===== src/rtl/if_fetch_stage.sv =====
// Instruction-fetch stage: owns the PC, drives the combinational instruction
// memory and loads the IF/ID pipeline register; handles stall, redirect and halt.
module if_fetch_stage #(
   parameter int unsigned          PC_W       = 4,
   parameter int unsigned          INSTR_W    = 32,
   parameter logic [INSTR_W-1:0]   NOP_INSTR  = '0,
   parameter logic [INSTR_W-1:0]   HALT_INSTR = '1
) (
   input  logic               clk,
   input  logic               rst_n,
   input  logic               stall_i,
   input  logic               branch_taken_i,
   input  logic [PC_W-1:0]    branch_target_i,
   input  logic               jump_i,
   input  logic [PC_W-1:0]    jump_target_i,
   output logic [PC_W-1:0]    imem_addr_o,
   output logic               imem_read_o,
   input  logic [INSTR_W-1:0] imem_data_i,
   output logic [INSTR_W-1:0] ifid_instr_o,
   output logic [PC_W-1:0]    ifid_pc_o,
   output logic [PC_W-1:0]    ifid_pc_plus1_o,
   output logic               ifid_valid_o,
   output logic               halted_o
);

   typedef enum logic [1:0] {S_BOOT, S_RUN, S_HALT} state_e;

   state_e             state_q, state_d;
   logic [PC_W-1:0]    pc_q, pc_d;
   logic [INSTR_W-1:0] instr_q, instr_d;
   logic [PC_W-1:0]    ifid_pc_q, ifid_pc_d;
   logic [PC_W-1:0]    ifid_pc1_q, ifid_pc1_d;
   logic               valid_q, valid_d;

   logic               redirect;
   logic [PC_W-1:0]    target;
   logic [PC_W-1:0]    pc_inc;

   assign redirect = jump_i | branch_taken_i;
   assign target   = jump_i ? jump_target_i : branch_target_i;
   assign pc_inc   = pc_q + 1'b1;

   always_ff @(posedge clk or negedge rst_n) begin
      if (!rst_n) begin
         state_q    <= S_BOOT;
         pc_q       <= '0;
         instr_q    <= NOP_INSTR;
         ifid_pc_q  <= '0;
         ifid_pc1_q <= '0;
         valid_q    <= 1'b0;
      end else begin
         state_q    <= state_d;
         pc_q       <= pc_d;
         instr_q    <= instr_d;
         ifid_pc_q  <= ifid_pc_d;
         ifid_pc1_q <= ifid_pc1_d;
         valid_q    <= valid_d;
      end
   end

   always_comb begin
      state_d    = state_q;
      pc_d       = pc_q;
      instr_d    = instr_q;
      ifid_pc_d  = ifid_pc_q;
      ifid_pc1_d = ifid_pc1_q;
      valid_d    = valid_q;

      // A redirect behaves identically in every state and outranks stall.
      if (redirect) begin
         pc_d       = target;
         instr_d    = NOP_INSTR;
         ifid_pc_d  = '0;
         ifid_pc1_d = '0;
         valid_d    = 1'b0;
         state_d    = S_RUN;
      end else begin
         case (state_q)
            S_BOOT: state_d = S_RUN;
            S_RUN: begin
               if (!stall_i) begin
                  instr_d    = imem_data_i;
                  ifid_pc_d  = pc_q;
                  ifid_pc1_d = pc_inc;
                  valid_d    = 1'b1;
                  if (imem_data_i == HALT_INSTR) state_d = S_HALT;
                  else                           pc_d    = pc_inc;
               end
            end
            // The halt word keeps valid for its entry cycle only.
            S_HALT:  valid_d = 1'b0;
            default: state_d = S_BOOT;
         endcase
      end
   end

   assign imem_addr_o     = pc_q;
   assign imem_read_o     = (state_q != S_HALT);
   assign ifid_instr_o    = instr_q;
   assign ifid_pc_o       = ifid_pc_q;
   assign ifid_pc_plus1_o = ifid_pc1_q;
   assign ifid_valid_o    = valid_q;
   assign halted_o        = (state_q == S_HALT);

endmodule


===== config.mk =====
export PLATFORM = sky130hd
export DESIGN_NAME = if_fetch_stage
export DESIGN_NICKNAME = d
export VERILOG_FILES = /design/src/rtl/if_fetch_stage.sv
export SDC_FILE = /design/constraint.sdc
export NUM_CORES = 1
export LEC_CHECK = 0
export BUFFER_PORTS_ARGS = -buffer_cell sky130_fd_sc_hd__buf_2
export CAP_MARGIN = 20
export CORE_MARGIN = 2
export CORE_UTILIZATION = 47
export DETAILED_ROUTE_END_ITERATION = 6
export PLACE_DENSITY = 0.85
export SLEW_MARGIN = 20
export SYNTH_ARGS = -nofsm -noshare
export SYNTH_HDL_FRONTEND = slang
export SYNTH_SLANG_ARGS = --single-unit

===== constraint.sdc =====
create_clock -name clk -period 1.85 [get_ports clk]
set_input_delay 0.185 -clock clk [delete_from_list [all_inputs] [get_ports clk]]
set_output_delay 0.185 -clock clk [all_outputs]
set_load 0.005 [all_outputs]

# Yosys cells after proc, flatten, opt, wreduce, memory -nomap -nowiden
# Index checks and enable logic that the tools add are counted.
# W data, S select, Z words.
[word_totals] word_cells=45 reg_bits=47 mem_bits_rw=0 latch_bits=0 mem_bits_ro=0 output_inout_bits=47 mem_count=0
[classes] muxes=21 magnitude_cmp=0 shift=0 div=0 n_bitwise=1 multipliers=0 reduce_logical=7 eq_ne=9 add_sub_neg=1
[ops] op="$mux W32" n=3
[ops] op="$mux W4" n=11
[ops] op="$eq A32 B32 Y1 const B" n=1
[ops] op="$mux W2" n=3
[ops] op="$ne A3 B3 Y1 const B" n=2
[ops] op="$pmux W2 S3" n=1
[ops] op="$reduce_and A3 Y1" n=2
[ops] op="$add A4 B1 Y4 const B" n=1
[ops] op="$ne A2 B1 Y1 const B" n=2
[ops] op="$ne A2 B2 Y1 const B" n=2
[ops] op="$reduce_and A2 Y1" n=2
[ops] op="$reduce_bool A3 Y1" n=1
[ops] op="$eq A2 B1 Y1 const B" n=1
[ops] op="$eq A2 B2 Y1 const B" n=1
[ops] op="$logic_not A2 Y1" n=1
[ops] op="$mux W1" n=2
[ops] op="$pmux W1 S2" n=1
[ops] op="$reduce_bool A2 Y1" n=1
[ops] op="$or A1 B1 Y1" n=1

# Logic depth before layout (Yosys ltp)
# Gate-level depths: netlist (run 1).
[depth] word_depth=5 ltp_mapped=7

# Least setup slack after synthesis (run 1)
# No wires, ideal clock.
[synth_path] kind="register to register" startpoint="register state_q[0]" endpoint="register pc_q[3], in the netlist imem_addr_o[3]" t_required_ps=1730 slack_ps=465 path_buffers=2 synth_period_minus_slack_ps=1385 arrival_time_ps=1266 stages_incl_launch_ff=7 cell_sequence="dfrtp_1 > nand2b_1 > or2_1 > buf_6 > clkbuf_1 > o21ai_0 > and3_1"
[synth_via] elab_chain_len=3
[synth_lines] item="from (decl)" line="28" source="state_e state_q, state_d;"
[synth_lines] item="from (signal assigned)" line="52" source="state_q <= state_d;"
[synth_lines] item="$eq A2 B1 Y1" line="78" source="case (state_q)"
[synth_lines] item="$reduce_bool A2 Y1 (no source line)"
[synth_lines] item="$reduce_and A3 Y1 (no source line)"
[synth_lines] item="to (signal assigned)" line="53" source="pc_q <= pc_d;"
[synth_lines] item="to (decl)" line="29" source="logic [PC_W-1:0] pc_q, pc_d;"
# Every way passes these cells.
# A chain may end at the register's enable or synchronous reset.

# Final worst setup path (run 1)
[layout_path] startpoint="register state_q[1]" endpoint="output imem_read_o"
[layout_via] elab_chain_len=1
[layout_lines] item="$ne A2 B2 Y1" line="98" source="assign imem_read_o = (state_q != S_HALT);"
[layout_lines] item="to (decl)" line="17" source="output logic imem_read_o,"
# Every way passes these cells.

==> results of run 1 <==
sequential cells by signal, summed over array words and instances, names as in the netlist:
signal / count
ifid_instr_o: 32
ifid_pc_o: 4
ifid_pc_plus1_o: 4
imem_addr_o: 4
state_q: 2
ifid_valid_o: 1
metrics by stage:
step | power, W | setup slack (ns) | util [%] | hold WS [ns] | cells
2_1_floorplan | 0.00125 | 0.465 | - | -0.111 | 238
3_3_place_gp | 0.00140 | 0.335 | 61.1 | 0.199 | 374
3_5_place_dp | 0.00141 | 0.289 | 61.1 | 0.202 | 374
4_1_cts | 0.00203 | 0.419 | 63.4 | 0.107 | 383
5_1_grt | 0.00211 | 0.321 | 63.4 | 0.110 | 383
6_report | 0.00200 | 0.429 | 63.4 | 0.117 | 383
power breakdown:
part	internal, W	leakage [nW]	total (W)	switching (W)
clock	0.000266	0.0483	0.000614	0.000348
sequential	0.00107	0.630	0.00110	0.0000317
combinational	0.000128	0.761	0.000289	0.000162
total	0.00146	1.44	0.00200	0.000541
synthesized netlist by cell type:
cell type  count
nand2_1       77
dfrtp_1       47
a21oi_1       43
clkbuf_1      13
nor2_1        11
nand4_1        7
nor2b_1        4
nand3_1        3
a211oi_1       2
nand2b_1       2
nand4_2        2
nor2_2         2
nor3_1         2
or2_1          2
a21boi_0       1
a2bb2oi_1      1
a311o_1        1
a311oi_1       1
a31oi_2        1
and3_1         1
and3b_1        1
and4b_1        1
buf_4          1
buf_6          1
ha_1           1
inv_1          1
mux2i_1        1
nor2_4         1
nor4_4         1
o21ai_0        1
o21ai_1        1
o22a_1         1
or2b_1         1
xnor2_1        1
xor2_1         1
metal layers:
layer / vias up / wire length, um / track usage, % / part of all wire [%]
met2: 62 / 2560 / 36.0 / 50
met1: 922 / 2150 / 27.1 / 42
li1: 984 / - / - / -
met3: 5 / 312 / 5.34 / 6.1
met5: - / 0 / 0 / 0
met4: 0 / 53 / 7.55 / 1.0
path summary, 6_finish.rpt:
check | to | cells past startpoint
max | imem_read_o | 3
min | ifid_instr_o[6] | 3
max reg2reg | imem_addr_o[2] | 5
min reg2reg | ifid_pc_plus1_o[0] | 2
max in group asynchronous | ifid_pc_plus1_o[3] | 3
min in group asynchronous | ifid_instr_o[10] | 2
cells by family after synthesis:
family,after synthesis,share of synthesized area [%]
xor+xnor,2,0.820
buf+inv,16,3.34
compound gates,53,13.9
simple gates,118,25.8
fa+ha+maj,1,0.586
flops,47,55.1
mux,1,0.469
worst reg2reg max path, cell delays in order, from the launching register on:
cell	delay, ns
dfrtp_1	0.39
nand2b_1	0.16
or2_1	0.22
a31oi_2	0.08
and4b_1	0.20
a311o_1	0.27
what timing repair did:
action / 4_1_cts / 5_1_grt
hold endpoints to repair: 23 / 0
endpoints found under the setup margin: 0 / 0
hold buffers: 1 / 0
final cells by class:
type	count	area, um2
repair buffers	100	538
well taps	52	65.1
multi-input cells	175	888
flip-flops and latches	47	1180
fillers	410	1600
inverters	1	3.75
clock inverters	3	18.8
clock buffers	5	68.8
==> metrics, run 1 <==
Clock transition at path regs=0.08 ns; commonest non-fill, non-tap cell in the layout=buf_2; Final Cell Area=0.00276 mm2; Rel. slew slack=63.3%; TNS Setup=0 ns; Slew Limit Fails=0; setup bufs post-CTS=0; Worst EP required=1.66 ns; First-pass DRT Iterations=4; gr usage total=21.5%; most frequent cells in the layout=91 x buf_2, 77 x nand2_1, 47 x dfrtp_1; CTS Buffer Depth=2; DIE WIDTH=71.4 um; Max H-tree Level=2; die height=71.4 um; Synth area leader=dfrtp_1; #FFs+latches synth=47; Overflow after GRT=0; r2r startpoint=state_q[0]; Initial Util=49.1%; # diodes=0; Crit path max-delay family=flip-flops; initial drt markers=91; maxcap violations=0; P&R area growth vs syn=29.2%; core area=0.00435 mm2; Synth Instances=238; Worst VDD drop=0.392 mV; minimum clock period=1.42 ns; critical path arrival=1.24 ns; Syn Area/Cell=8.97 um2; first-pass GRT wire length=8620 um; routed len/inst=13.2 um; top cells by area, synth=dfrtp_1 55%, nand2_1 14%, a21oi_1 10%; post-place instance area=0.00266 mm2; CTS tree=yes; fin nets=376; Die ar.=0.00510 mm2; CP Launch Type=flip-flop; Routed Antenna Nets=0; Mapped Area=0.00214 mm2; Crit Path Max Fanout=4; post-cts gate resize count=0; WS Path Type=reg2out; sequential element share of the synthesized area=55.1%; Post-route DRC=0; Post-DP HPWL=3870 um; GP Congestion=0.762; top cell type's share of synthesized area=55.1%; synth unique cells=35; CP Cell Sequence=nor2b_1, inv_1, buf_2; crit share post-route=76.8%; via count=1,973; class of the worst hold path=in2reg; Max Freq=704 MHz; crit path buf inv count=2; Net Count, Synth=284; largest net degree at the start of global routing=27; port bufs=91; RSZ-0062 raised after global routing=no; Final Hold Viols=0; Final Setup Violations=0; layout cells sized above 1=34.4%; Worst setup EP type=primary output; Routed Wire Length=5070 um; via count of the first global-routing pass=1,924; clock sinks=47; initial antenna violation count=0; min-delay src=imem_data_i[6]; worst slew pin tran=0.550 ns; PwrDens=725 mW/mm2; root buf cell=clkbuf_8; Fin Clk Skew=0.00714 ns; Worst R2R Setup Slack=0.43 ns; # rows=24; synth warn=0; Critical Path Max Stage Delay=0.43 ns; Inserted Clock Buffers=5; CP max stage cell=dfrtp_1; # IOs=92; Worst Setup SP=state_q[1]; status=finished clean; leakage power=1.44 nW; clk_lat worst skew=0.30 ns; DR vias/cell=5.15
(Power assumes the default switching activity.)
==> run 2, diff against run 1 <==
- clock period: 1.85 -> 1.4 ns (I/O delays scaled with it)
==> run 2 against run 1 <==
  * Final cell count rose by 2.3%
  * Largest cell class unchanged
  * Via count rose by 3.1%
  * Sequential power up 31%
  * Highest routed layer unchanged
==> metrics, run 2 (same netlist as run 1, synthesis figures left out) <==
placed cells=383; Post-route DRC=0; # rows=24; Inserted Clock Buffers=5; leakage power=1.49 nW; first-pass GRT wire length=8690 um; clock sinks=47; CP Cell Sequence=buf_4, nor2b_1, inv_1, buf_2; WS Path Type=reg2out; utilization after layout=65.5%; fin nets=385; post-place instance area=0.00274 mm2; Initial Util=49.1%; largest net degree at the start of global routing=48; PwrDens=924 mW/mm2; worst slew pin tran=0.356 ns; RSZ-0062 raised after global routing=yes; CTS tree=yes; class of the worst hold path=in2reg; Max H-tree Level=2; clk_lat worst skew=0.29 ns; most frequent cells in the layout=91 x buf_2, 77 x nand2_1, 47 x dfrtp_1; Crit Path Max Fanout=3; port bufs=91; initial drt markers=88; gr usage total=21.3%; Final Cell Area=0.00285 mm2; GP Congestion=0.774; layout cells sized above 1=35.9%; Final Setup Violations=0; Overflow after GRT=0; crit share post-route=98.5%; Worst setup EP type=primary output; Finished Layout Cells=392; setup bufs post-CTS=0; routed len/inst=13.2 um; Clock transition at path regs=0.08 ns; Slew Limit Fails=0; Critical Path Max Stage Delay=0.35 ns; critical path arrival=1.24 ns; via count of the first global-routing pass=1,906; via count=2,035; max reg flops=32; status=finished clean; CP max stage cell=dfrtp_1; commonest non-fill, non-tap cell in the layout=buf_2; Final Hold Viols=0; Worst EP required=1.26 ns; core area=0.00435 mm2; Routed Wire Length=5180 um; Routed Antenna Nets=0; Rel. slew slack=76.1%; root buf cell=clkbuf_8; maxcap violations=0; P&R area growth vs syn=33.5%; Post-DP HPWL=3800 um; Max Freq=726 MHz; DR vias/cell=5.19; DIE WIDTH=71.4 um; Worst VDD drop=0.702 mV; CTS Buffer Depth=2; First-pass DRT Iterations=4; CP Launch Type=flip-flop; # diodes=0; minimum clock period=1.38 ns; die height=71.4 um; Fin Clk Skew=0.00442 ns; initial antenna violation count=0; Die ar.=0.00510 mm2; # IOs=92
[run 2: final cells by class]
cell class | count | area [um2]
inverters | 1 | 3.75
multi-input cells | 175 | 900
well taps | 52 | 65.1
flip-flops and latches | 47 | 1180
repair buffers | 109 | 626
clock inverters | 1 | 5.00
clock buffers | 7 | 76.3
fillers | 396 | 1500
[run 2: worst max-delay path, delay by kind of cell (launching register included)]
family | cells | cell delay [ns]
buffers and inverters | 3 | 0.37
DFF | 1 | 0.35
and+or+nand+nor | 1 | 0.23
[run 2: power breakdown]
part           internal, W  switching, W  total [W]
combinational     0.000198      0.000232   0.000429
sequential         0.00141     0.0000345    0.00144
clock             0.000351      0.000412   0.000763
total              0.00196      0.000678    0.00263
[run 2: per-stage QoR]
step	hold slack [ns]	power, W	worst slack, ns	TNS, ns
after floorplan	-0.156	0.00166	0.0148	0
after global placement	0.139	0.00188	-0.0276	-0.0543
after detailed placement	0.159	0.00190	-0.0568	-0.100
after CTS	0.0794	0.00266	0.0313	0
after global routing	0.0868	0.00278	-0.0498	-0.155
final	0.0826	0.00263	0.0217	0
[run 2: per-layer routing]
layer | wire (um) | track usage [%] | share of wire, %
met2 | 2610 | 35.9 | 50
met4 | 41 | 5.87 | 0.79
met5 | 0 | 0 | 0
met1 | 2220 | 27.7 | 43
met3 | 303 | 5.06 | 5.9
[run 2: worst paths after layout]
path | cells past startpoint | slack (ns) | end | start
min in group asynchronous | 3 | 0.40 | ifid_instr_o[10] | rst_n
max in group asynchronous | 3 | 0.78 | imem_addr_o[0] | rst_n
min reg2reg | 2 | 0.52 | ifid_instr_o[15] | ifid_instr_o[15]
min | 3 | 0.08 | ifid_instr_o[10] | imem_data_i[10]
max reg2reg | 6 | 0.07 | imem_addr_o[1] | state_q[0]
max | 4 | 0.02 | imem_read_o | state_q[1]
[run 2: timing repair]
action	4_1_cts	5_1_grt
hold buffers	1	0
resized for setup	0	4
hold endpoints to repair	47	0
endpoints found under the setup margin	0	22
==> run 3, diff against run 2 <==
- BUFFER_PORTS_ARGS: -buffer_cell sky130_fd_sc_hd__buf_2 -> not set
- CORE_UTILIZATION: 47 -> 55
- DONT_BUFFER_PORTS: not set -> 1
- PLACE_DENSITY: 0.85 -> 0.76
==> run 3 against run 2 <==
  * Worst hold slack worse by 0.046 ns
  * Largest power group unchanged
  * Sequential share of layout area up 2.1 points
  * Clock skew about the same
  * Register-to-register slack better by 0.03 ns
  * Power up 7.7%
  * Wire length up 1.4%
  * Critical path depth down 1
  * Utilization up 8.1 points
  * Count of clock-buffer cells in the layout down 1
  * Cell area down 4.8%
==> metrics, run 3 (same netlist as run 1, synthesis figures left out) <==
met2 usage=42.8%; root buf cell=clkbuf_8; placed cells=285; Post-DP HPWL=3390 um; setup bufs post-CTS=0; clock sinks=47; critical path arrival=1.21 ns; RSZ-0062 raised after global routing=yes; Max Freq=741 MHz; CTS tree=yes; crit share post-route=96.4%; WS Path Type=reg2out; First-pass DRT Iterations=4; clk_lat worst skew=0.29 ns; initial drt markers=127; first-pass GRT wire length=8400 um; Final Setup Violations=0; DR vias/cell=5.61; Routed Wire Length=5250 um; Worst VDD drop=0.754 mV; Slew Limit Fails=0; Worst EP required=1.26 ns; status=finished clean; Rel. slew slack=80.0%; leakage power=1.21 nW; routed len/inst=16.1 um; Fin Clk Skew=0.00427 ns; most frequent cells in the layout=77 x nand2_1, 47 x dfrtp_1, 43 x a21oi_1; max reg flops=32; fillers=299; Multi-input gate area=891 um2; gr usage total=25.5%; port bufs=0; Inserted Clock Buffers=5; # IOs=92; post-place instance area=0.00223 mm2; initial antenna violation count=0; PwrDens=1050 mW/mm2; storage element area=0.00118 mm2; most used routing layer=met2; min-delay src=jump_i; # rows=22; Worst setup EP type=primary output; Routed Antenna Nets=0; P&R area growth vs syn=27.1%; worst slew pin tran=0.300 ns; Final Cell Area=0.00272 mm2; Clock transition at path regs=0.08 ns; Final Hold Viols=0; met1 usage=30.1%; Post-route DRC=0; core area=0.00369 mm2; maxcap violations=0; layout cells sized above 1=11.1%; fin nets=324; class of the worst hold path=in2reg; Finished Layout Cells=327; Die ar.=0.00440 mm2; DIE WIDTH=66.3 um; via count of the first global-routing pass=1,908; Initial Util=57.9%; via count=1,836; Overflow after GRT=0; Crit Path Max Fanout=3; minimum clock period=1.35 ns; die height=66.3 um; power after layout=0.00284 W; CP Launch Type=flip-flop; Worst Setup SP=state_q[1]; commonest non-fill, non-tap cell in the layout=nand2_1; r2r startpoint=state_q[0]; # diodes=0; Max H-tree Level=2; CTS Buffer Depth=2; GP Congestion=0.803; met3 Use GR=7.84%; largest net degree at the start of global routing=48
-- run 3: changes by cell type in the layout (fill, tap and decap cells not counted), moves of 2 or more --
cell	change
buf_12	-2
buf_2	-91
clkbuf_1	-2
dlygate4sd3_1	+32
-- run 3: stage by stage --
stage / worst slack (ns) / util (%) / TNS (ns) / hold WS (ns)
4_1_cts: 0.0355 / 73.4 / 0 / 0.0322
2_1_floorplan: 0.0148 / - / 0 / -0.156
6_report: 0.0501 / 73.6 / 0 / 0.0368
3_3_place_gp: 0.0674 / 60.5 / 0 / -0.155
5_1_grt: -0.00224 / 73.6 / -0.00224 / 0.0428
3_5_place_dp: 0.0444 / 60.5 / 0 / -0.155
-- run 3: worst paths after layout --
kind / depth (start not counted) / endpoint / slack [ns]
worst max-delay path: 3 / imem_read_o / 0.05
worst min-delay path: 2 / imem_addr_o[0] / 0.04
worst max register to register: 6 / imem_addr_o[0] / 0.10
worst min register to register: 2 / ifid_pc_o[1] / 0.55
max in group asynchronous: 2 / ifid_instr_o[27] / 0.84
min in group asynchronous: 2 / ifid_instr_o[2] / 0.36
-- run 3: where the power goes --
part	internal [W]	switching (W)	leakage, nW	total (W)
combinational	0.000174	0.000187	0.519	0.000361
clock	0.000578	0.000444	0.0612	0.00102
sequential	0.00141	0.0000481	0.630	0.00146
-- run 3: timing repair --
item,in CTS,in global routing
hold endpoints to repair,79,0
setup endpoints to repair,0,15
resized for setup,0,2
hold buffers,34,0
-- run 3: layout make-up --
cell class	instances	area share, %
sequential	47	43.3
inverter	1	0.138
tap	48	2.21
timing repair buffer	48	17.2
clock buffer	6	3.04
multi-input combinational	175	32.8
clock inverter	2	1.29
-- run 3: critical path, stage by stage (launching register included) --
cell and delay (ns):
dfrtp_1 0.36, buf_4 0.13, nor2b_1 0.28, inv_1 0.14
-- run 3: per-layer routing --
metal,part of all wire (%),wire (um)
met4,1.8,95
met2,51,2650
met5,0,0
met1,39,2050
met3,8.6,451
